### config.mk
export PLATFORM = sky130hd
export DESIGN_NAME = div32_seq
export DESIGN_NICKNAME = d
export VERILOG_FILES = /design/src/rtl/div32_seq.sv
export SDC_FILE = /design/constraint.sdc
export NUM_CORES = 1
export LEC_CHECK = 0
export ABC_AREA = 0
export CORE_UTILIZATION = 57
export CTS_CLUSTER_DIAMETER = 40
export CTS_CLUSTER_SIZE = 25
export DETAILED_ROUTE_END_ITERATION = 7
export GPL_TIMING_DRIVEN = 1
export PLACE_DENSITY = 0.81
export SLEW_MARGIN = 10
export SYNTH_ARGS = -nofsm -noshare
export SYNTH_HDL_FRONTEND = slang
export SYNTH_SLANG_ARGS = --single-unit
### constraint.sdc
create_clock -name clk -period 4.7 [get_ports clk]
set_input_delay 1.41 -clock clk [delete_from_list [all_inputs] [get_ports clk]]
set_output_delay 1.41 -clock clk [all_outputs]
set_load 0.02 [all_outputs]
### src/rtl/div32_seq.sv
`default_nettype none
// ============================================================================
// Module   : div32_seq
// Purpose  : Multi-cycle 32-bit restoring shift-subtract divider. Signed or
//            unsigned operands are accepted through a start/busy/done
//            handshake. One 33-bit trial subtraction per cycle; 32 CALC
//            cycles plus one FIX cycle give a start->done latency of 33.
//            Divide-by-zero completes on the start edge itself.
// Ports    : clk       - clock, rising edge active
//            rst       - synchronous active-high reset
//            start     - request, sampled only while idle
//            signed_op - 1 = two's-complement divide, 0 = unsigned
//            A, B      - dividend / divisor, latched with start
//            Q, R      - quotient / remainder, held until next completion
//            busy      - operation in progress (CALC or FIX)
//            done      - one-cycle completion pulse
//            div_zero  - last operation had B == 0
//            div_ovf   - last operation was signed 0x80000000 / -1
// Revision : 1.0 - initial release
// ============================================================================
module div32_seq (
    input  logic        clk,
    input  logic        rst,
    input  logic        start,
    input  logic        signed_op,
    input  logic [31:0] A,
    input  logic [31:0] B,
    output logic [31:0] Q,
    output logic [31:0] R,
    output logic        busy,
    output logic        done,
    output logic        div_zero,
    output logic        div_ovf
);

    typedef enum logic [1:0] {
        S_IDLE = 2'd0,
        S_CALC = 2'd1,
        S_FIX  = 2'd2
    } state_t;

    state_t      r_state;
    logic [31:0] r_dvd;     // dividend magnitude, shifted out MSB first
    logic [31:0] r_dvs;     // divisor magnitude
    logic [31:0] r_rem;     // partial remainder (always < divisor, so 32 bits hold it)
    logic [31:0] r_quo;     // unsigned quotient being assembled
    logic [5:0]  r_cnt;     // iteration counter
    logic        r_neg_q;   // negate quotient in FIX
    logic        r_neg_r;   // negate remainder in FIX
    logic        r_ovf;     // signed 0x80000000 / -1 detected at start

    // Operand magnitudes; 0x80000000 maps onto itself, which is the correct
    // unsigned magnitude.
    logic [31:0] w_mag_a;
    logic [31:0] w_mag_b;
    assign w_mag_a = (signed_op && A[31]) ? (~A + 32'd1) : A;
    assign w_mag_b = (signed_op && B[31]) ? (~B + 32'd1) : B;

    // Shift the next dividend bit into the remainder, then trial-subtract.
    // The shifted value needs 33 bits; bit 32 of the difference is the borrow.
    logic [32:0] w_rem_sh;
    logic [32:0] w_trial;
    assign w_rem_sh = {r_rem, r_dvd[31]};
    assign w_trial  = w_rem_sh - {1'b0, r_dvs};

    always_ff @(posedge clk) begin
        if (rst) begin
            r_state  <= S_IDLE;
            r_dvd    <= 32'd0;
            r_dvs    <= 32'd0;
            r_rem    <= 32'd0;
            r_quo    <= 32'd0;
            r_cnt    <= 6'd0;
            r_neg_q  <= 1'b0;
            r_neg_r  <= 1'b0;
            r_ovf    <= 1'b0;
            Q        <= 32'd0;
            R        <= 32'd0;
            busy     <= 1'b0;
            done     <= 1'b0;
            div_zero <= 1'b0;
            div_ovf  <= 1'b0;
        end else begin
            done <= 1'b0;
            case (r_state)
                S_IDLE: begin
                    if (start) begin
                        if (B == 32'd0) begin
                            // Completes immediately; the engine is never entered.
                            Q        <= 32'hFFFF_FFFF;
                            R        <= A;
                            div_zero <= 1'b1;
                            div_ovf  <= 1'b0;
                            done     <= 1'b1;
                        end else begin
                            r_dvd   <= w_mag_a;
                            r_dvs   <= w_mag_b;
                            r_rem   <= 32'd0;
                            r_quo   <= 32'd0;
                            r_cnt   <= 6'd0;
                            r_neg_q <= signed_op & (A[31] ^ B[31]);
                            r_neg_r <= signed_op & A[31];
                            r_ovf   <= signed_op && (A == 32'h8000_0000) &&
                                       (B == 32'hFFFF_FFFF);
                            busy    <= 1'b1;
                            r_state <= S_CALC;
                        end
                    end
                end
                S_CALC: begin
                    r_dvd <= {r_dvd[30:0], 1'b0};
                    if (!w_trial[32]) begin
                        r_rem <= w_trial[31:0];
                        r_quo <= {r_quo[30:0], 1'b1};
                    end else begin
                        r_rem <= w_rem_sh[31:0];
                        r_quo <= {r_quo[30:0], 1'b0};
                    end
                    r_cnt <= r_cnt + 6'd1;
                    if (r_cnt == 6'd31) begin
                        r_state <= S_FIX;
                    end
                end
                S_FIX: begin
                    // Overflow needs no special casing: |A|/|B| = 0x80000000 and
                    // the signs agree, so the unnegated quotient is already right.
                    Q        <= r_neg_q ? (~r_quo + 32'd1) : r_quo;
                    R        <= r_neg_r ? (~r_rem + 32'd1) : r_rem;
                    div_zero <= 1'b0;
                    div_ovf  <= r_ovf;
                    done     <= 1'b1;
                    busy     <= 1'b0;
                    r_cnt    <= 6'd0;
                    r_state  <= S_IDLE;
                end
                default: begin
                    busy    <= 1'b0;
                    r_state <= S_IDLE;
                end
            endcase
        end
    end

endmodule
`default_nettype wire

==> results of run 1 <==
Yosys cell counts (10+ instances only):
cell type / n / area, um2
o211ai_1: 26 / 195
o21ai_0: 69 / 345
clkbuf_1: 65 / 244
a221oi_1: 13 / 114
inv_1: 55 / 206
nand2b_1: 20 / 125
xnor2_1: 69 / 604
a21oi_1: 100 / 500
o41ai_1: 11 / 96.3
mux2i_1: 26 / 260
or4_1: 10 / 75.1
o31ai_1: 33 / 248
nand4_1: 14 / 87.6
and2_1: 11 / 68.8
dfxtp_1: 207 / 4140
a311oi_1: 34 / 298
nor3_1: 26 / 130
nor2_1: 163 / 612
a211oi_1: 55 / 413
nand3_1: 18 / 90.1
ha_1: 38 / 475
a22o_1: 31 / 272
xor2_1: 72 / 631
or3_1: 23 / 144
nand2_1: 209 / 785
report_power, final:
group / leakage [nW] / internal (mW) / total, mW / switching (mW)
combinational: 3.53 / 0.555 / 1.31 / 0.758
sequential: 1.68 / 1.83 / 1.92 / 0.0813
clock: 0.532 / 1.53 / 2.42 / 0.886
per-layer routing:
layer  part of all wire  track usage
met5                  0            0
met4              0.027       0.0903
met3              0.063       0.0373
met2               0.46        0.492
met1               0.45        0.413
cell type report:
cell class / instances / area (um2)
well taps: 275 / 344
flip-flops and latches: 207 / 4140
clock buffers: 35 / 811
repair buffers: 161 / 1610
fillers: 1703 / 6190
multi-input cells: 1186 / 7500
clock inverters: 22 / 289
inverters: 55 / 206
metrics by stage:
step | util | cells | cell area [um2] | setup slack [ns]
floorplan | - | 1541 | 12300 | 0.873
global placement | 0.654 | 1884 | 13800 | 0.287
detailed placement | 0.654 | 1884 | 13800 | 0.187
CTS | 0.706 | 1941 | 14900 | 0.766
global route | 0.706 | 1941 | 14900 | 0.571
finish | 0.706 | 1941 | 14900 | 0.737
worst min-delay path: stages (launching register included):
cell     delay [ns]
dfxtp_1        0.30
nand2_1        0.05
a21oi_1        0.05
flip-flops by register name (all words and copies together) (netlist names), 2 cells and up:
signal / cells
Q: 32
R: 32
r_cnt: 6
r_dvd: 32
r_dvs: 32
r_quo: 32
r_rem: 32
r_state: 2
cell families (layout without fill, tap and decap cells):
group	count (synthesis)	after routing	share of synthesized area
fa+ha+maj	39	39	0.0403
simple gates	542	542	0.203
compound gates	437	437	0.242
xor+xnor	141	141	0.100
mux	27	27	0.0221
flops	207	207	0.337
buf+inv	148	273	0.0557
worst max path at each step:
stage,endpoint,slack [ns]
after floorplan,r_dvd[24],0.87
after global placement,r_dvd[20],0.29
after detailed placement,r_dvd[20],0.19
after CTS,r_dvd[20],0.77
after global routing,r_dvd[27],0.57
final,r_dvd[20],0.74
==> key figures, run 1 <==
Detailed routing
  – Initial detailed-routing violation count: 1079
  – DRT Pass-1 Iters: 5
  – Detail Route Antenna Nets: 0
  – Post-Route WL: 33900 um
  – Via count: 11819
  – Wire per inst: 17.5 um
  – Post-DR vias/cell: 6.09
  – DRC: 0

Run status
  – Status: finished clean

Global route
  – First-pass GRT wire length: 54400 um
  – Initial antenna violation count: 0
  – Largest net degree at the start of global routing: 103
  – Overflow after GRT: 0
  – Vias in the first global route: 10811
  – Total GRT Usage: 0.301

Yosys
  – Syn avg cell area: 7.98 um2
  – Mapped Area: 12300 um2
  – Async SR Flop Fraction: 0
  – Mapped Cells: 1541
  – Post-synth EDFFs: 0
  – Ys flop type: dfxtp_1
  – Distinct cell type count after synthesis: 73
  – Sequential share of the synthesized area: 0.337
  – Post-Syn Nets: 1648
  – Synth warnings: 0
  – Seq cells post-synth: 207

Timing
  – Tmin final: 3.96 ns
  – Fin. Hold Viols: 0
  – Max Fclk: 252 MHz
  – Final Setup Violations: 0
  – WHS: 0.456 ns
  – Worst clock skew: 0.00918 ns
  – RSZ-0062 raised after global routing: false
  – Relative slew slack: 0.231
  – Tcrit/Tclk final: 0.843
  – Max Slew Vio Count: 0
  – Worst Max-Slew Pin Slew: 1.15 ns
  – Setup TNS: 0 ns

Floorplanning
  – DIE HEIGHT: 149 um
  – Die Wd: 149 um
  – I/O pins: 136
  – Starting Density: 0.583
  – Site Rows: 53
  – Core area: 21100 um2
  – Die area: 22200 um2

Clocking
  – Post-cts resize count: 0
  – CTS Sinks: 207
  – # hold bufs at CTS: 0
  – CTS tree: yes
  – Postcts setup bufs: 0
  – Worst skew pair latency: 0.56 ns
  – Clock transition at the registers of the reported paths: 0.05 ns
  – CTS HTree Levels: 1
  – Clk root buf: clkbuf_16
  – CTS Buffer Depth: 3
  – CTS Buf Count: 31

Setup path
  – Worst reg2reg path endpoint: r_rem[6]
  – Top cell by count, worst path: or4_4
  – R2R setup slack: 1.05 ns
  – Setup CP Type: primary input to register
  – CP arrival: 4.39 ns
  – Cell family with most CP delay: simple AND/OR/NAND/NOR gates
  – Crit path max fanout: 40
  – Startpoint types: primary input
  – R2R depth: 11
  – FF-to-FF Start: r_rem[4]
  – CP Cell Sequence: clkdlybuf4s50_1, or4_4, or4_4, nor4b_4, nand3_2, nand2_1, a21o_1, buf_12, a211oi_1, a21oi_1, nor2_1
  – Worst setup path startpoint: B[12]
  – Endpoint class of the critical path: register
  – Critical Path Slowest Stage Cell: or4_4
  – Buf/Inv on CP: 2
  – CP max stage delay: 0.52 ns
  – Required time of the critical path: 5.13 ns
  – Levels on crit path: 11

Flow run
  – Max_cap viols: 0

Layout
  – Area grow syn2layout: 21.1%
  – Most frequent cells in the layout: nand2_1, dfxtp_1, nor2_1
  – # diodes: 0
  – Commonest non-fill, non-tap cell in the layout: nand2_1
  – Layout cells sized above 1: 0.0612
  – Nets: 1749

Pwr
  – Pwr dens: 379 nW/um2
  – Lkg Pwr: 5.74 nW
  – Peak VDD IR: 0.294 mV
  – Tot Pwr: 5.65 mW

Hold path
  – Hold path cells: 2
  – Worst hold path startpoint: div_zero
  – Hold path endpoint: div_zero
  – Worst min path class: register to register

Placed design
  – Port bufs: 135
  – HPWL after DPL: 23900 um
  – Gp weighted congestion: 0.933
Note: power is estimated with default switching activity, not from simulation.
==> run 2, diff against run 1 <==
--- a/config.mk
+++ b/config.mk
@@ -6,12 +6,12 @@
 export NUM_CORES = 1
 export LEC_CHECK = 0
 export ABC_AREA = 0
-export CORE_UTILIZATION = 57
+export CORE_UTILIZATION = 52
 export CTS_CLUSTER_DIAMETER = 40
 export CTS_CLUSTER_SIZE = 25
 export DETAILED_ROUTE_END_ITERATION = 7
 export GPL_TIMING_DRIVEN = 1
-export PLACE_DENSITY = 0.81
+export PLACE_DENSITY = 0.77
 export SLEW_MARGIN = 10
 export SYNTH_ARGS = -nofsm -noshare
 export SYNTH_HDL_FRONTEND = slang
==> constraint.sdc (replaced) <==
create_clock -name clk -period 3.3 [get_ports clk]
set_input_delay 0.99 -clock clk [delete_from_list [all_inputs] [get_ports clk]]
set_output_delay 0.99 -clock clk [all_outputs]
set_load 0.02 [all_outputs]
==> run 2 against run 1 <==
Against the previous run:
- sequential power up 41%
- cell count up 9.2%
- sequential share of layout area down 2.7 points
==> key figures, run 2 (synthesis gave the netlist of run 1 again) <==
Layout
  – Commonest non-fill, non-tap cell in the layout: dfxtp_1
  – Final Core Density: 0.719
  – Most frequent cells in the layout: dfxtp_1, nand2_1, nor2_1
  – Final Cell Area: 16500 um2
  – # diodes: 0
  – Area grow syn2layout: 33.9%
  – Layout cells sized above 1: 0.159
  – Nets: 1891

Global route
  – First-pass GRT wire length: 59700 um
  – Largest net degree at the start of global routing: 65
  – Overflow after GRT: 0
  – Vias in the first global route: 11746
  – Initial antenna violation count: 0
  – Total GRT Usage: 0.303

Pwr
  – Clk pwr share: 0.433
  – Peak VDD IR: 0.393 mV
  – Sw Ratio: 0.305
  – Part of the power in registers: 0.313
  – Combinational share of power: 0.254
  – Lkg Pwr: 6.62 nW
  – Pwr dens: 523 nW/um2
  – Internal Power: 5.99 mW
  – Psw: 2.62 mW

Timing
  – RSZ-0062 raised after global routing: true
  – Tcrit/Tclk final: 0.978
  – Worst Max-Slew Pin Slew: 1.07 ns
  – Relative slew slack: 0.284
  – Max Slew Vio Count: 0
  – Final Setup Violations: 0
  – Fin. Hold Viols: 0
  – Tmin final: 3.23 ns
  – Max Fclk: 310 MHz
  – Worst clock skew: 0.0228 ns

Run status
  – Status: finished clean

Clocking
  – CTS tree: yes
  – Worst skew pair latency: 0.51 ns
  – CTS Buffer Depth: 3
  – CTS Buf Count: 34
  – Clk root buf: clkbuf_16
  – CTS HTree Levels: 2
  – Clock transition at the registers of the reported paths: 0.05 ns
  – CTS Sinks: 207
  – # hold bufs at CTS: 0

Floorplanning
  – Die Wd: 156 um
  – Site Rows: 55
  – DIE HEIGHT: 156 um
  – Starting Density: 0.537
  – Die area: 24300 um2
  – Core area: 22900 um2
  – I/O pins: 136

Detailed routing
  – Initial detailed-routing violation count: 1248
  – Via count: 12563
  – Detail Route Antenna Nets: 0
  – DRT Pass-1 Iters: 6
  – Post-DR vias/cell: 5.93
  – Post-Route WL: 37700 um
  – DRC: 0
  – Wire per inst: 17.8 um

Hold path
  – Worst min path class: register to register

Setup path
  – Startpoint types: register
  – Critical Path Slowest Stage Cell: fa_1
  – Endpoint class of the critical path: register
  – CP max stage delay: 0.38 ns
  – CP arrival: 3.64 ns
  – Required time of the critical path: 3.71 ns
  – Crit path max fanout: 15
  – CP Cell Sequence: inv_1, ha_1, fa_1, nand2b_1, a21oi_1, o21ai_1, a21boi_2, o211a_1, o21a_1, o311ai_4, buf_4, clkbuf_16, and2_1, o31ai_1
  – Setup CP Type: register to register

Placed design
  – Gp weighted congestion: 0.933
  – Port bufs: 135
  – Post-placement cell area: 14900 um2
  – HPWL after DPL: 26000 um

Flow run
  – Max_cap viols: 0
[run 2: cell count changes in the layout (fill, tap and decap cells not counted), moves of 5 or more]
| cell | before | now |
|---|---|---|
| clkbuf_16 | 31 | 39 |
| clkinv_4 | 1 | 6 |
| clkdlybuf4s50_1 | 134 | 129 |
| buf_4 | 22 | 148 |
| nand2_1 | 208 | 183 |
| nand2_2 | 2 | 25 |
| buf_6 | 0 | 5 |
[run 2: repair_timing]
item | CTS | global route
setup endpoints to repair | 104 | 67
pin swaps | 5 | 10
setup buffers | 4 | 2
gates cloned | 3 | 5
resized for setup | 10 | 30
[run 2: power by group through the flow]
stage	Combinational [mW]	Sequential, mW	Clock [mW]
finish	2.19	2.70	3.73
CTS	2.06	2.69	3.75
global route	2.37	2.71	3.86
detailed placement	2.02	2.74	0
floorplan	1.40	2.73	0
global placement	1.97	2.74	0
[run 2: path summary, 6_finish.rpt]
check	from	to	slack, ns	depth (start not counted)
hold / removal	r_dvs[16]	r_dvs[16]	0.45	2
setup reg to reg	r_dvd[31]	r_rem[30]	0.07	14
hold reg to reg	r_dvs[16]	r_dvs[16]	0.45	2
setup / recovery	r_dvd[31]	r_rem[30]	0.07	14
[run 2: area by class of cell]
| class | count | area (um2) |
|---|---|---|
| flip-flops and latches | 207 | 4140 |
| well taps | 313 | 392 |
| repair buffers | 300 | 2830 |
| clock inverters | 21 | 292 |
| fillers | 1697 | 6450 |
| clock buffers | 37 | 903 |
| inverters | 55 | 206 |
| multi-input cells | 1186 | 7700 |
[run 2: worst max-delay path: cells and delay by family (launching register included)]
family	cells	cell delay, ns
AO/OA/AOI/OAI	7	1.38
buffers and inverters	3	0.46
flip-flops	1	0.34
adder cells (fa/ha/maj)	2	0.61
AND/OR/NAND/NOR	2	0.35
[run 2: per-stage QoR]
step / total power, mW / hold slack [ns] / setup TNS, ns / worst slack (ns) / cells
2_1_floorplan: 4.13 / 0.432 / -2.42 / -0.0804 / 1541
3_3_place_gp: 4.71 / 0.439 / -98.51 / -0.583 / 2048
3_5_place_dp: 4.76 / 0.447 / -104.41 / -0.656 / 2048
4_1_cts: 8.51 / 0.455 / 0 / 0.00841 / 2113
5_1_grt: 8.93 / 0.473 / -0.101 / -0.0320 / 2119
6_report: 8.61 / 0.454 / 0 / 0.0729 / 2119
[run 2: layer usage]
metal  share of wire  up-vias  wire length [um]  GRT usage
li1                -     6043                 -          -
met3           0.074       91              2770     0.0411
met2            0.47      542             17800      0.499
met1            0.42     5887             15900      0.400
met5               0        -                 0          0
met4           0.034        0              1290      0.119
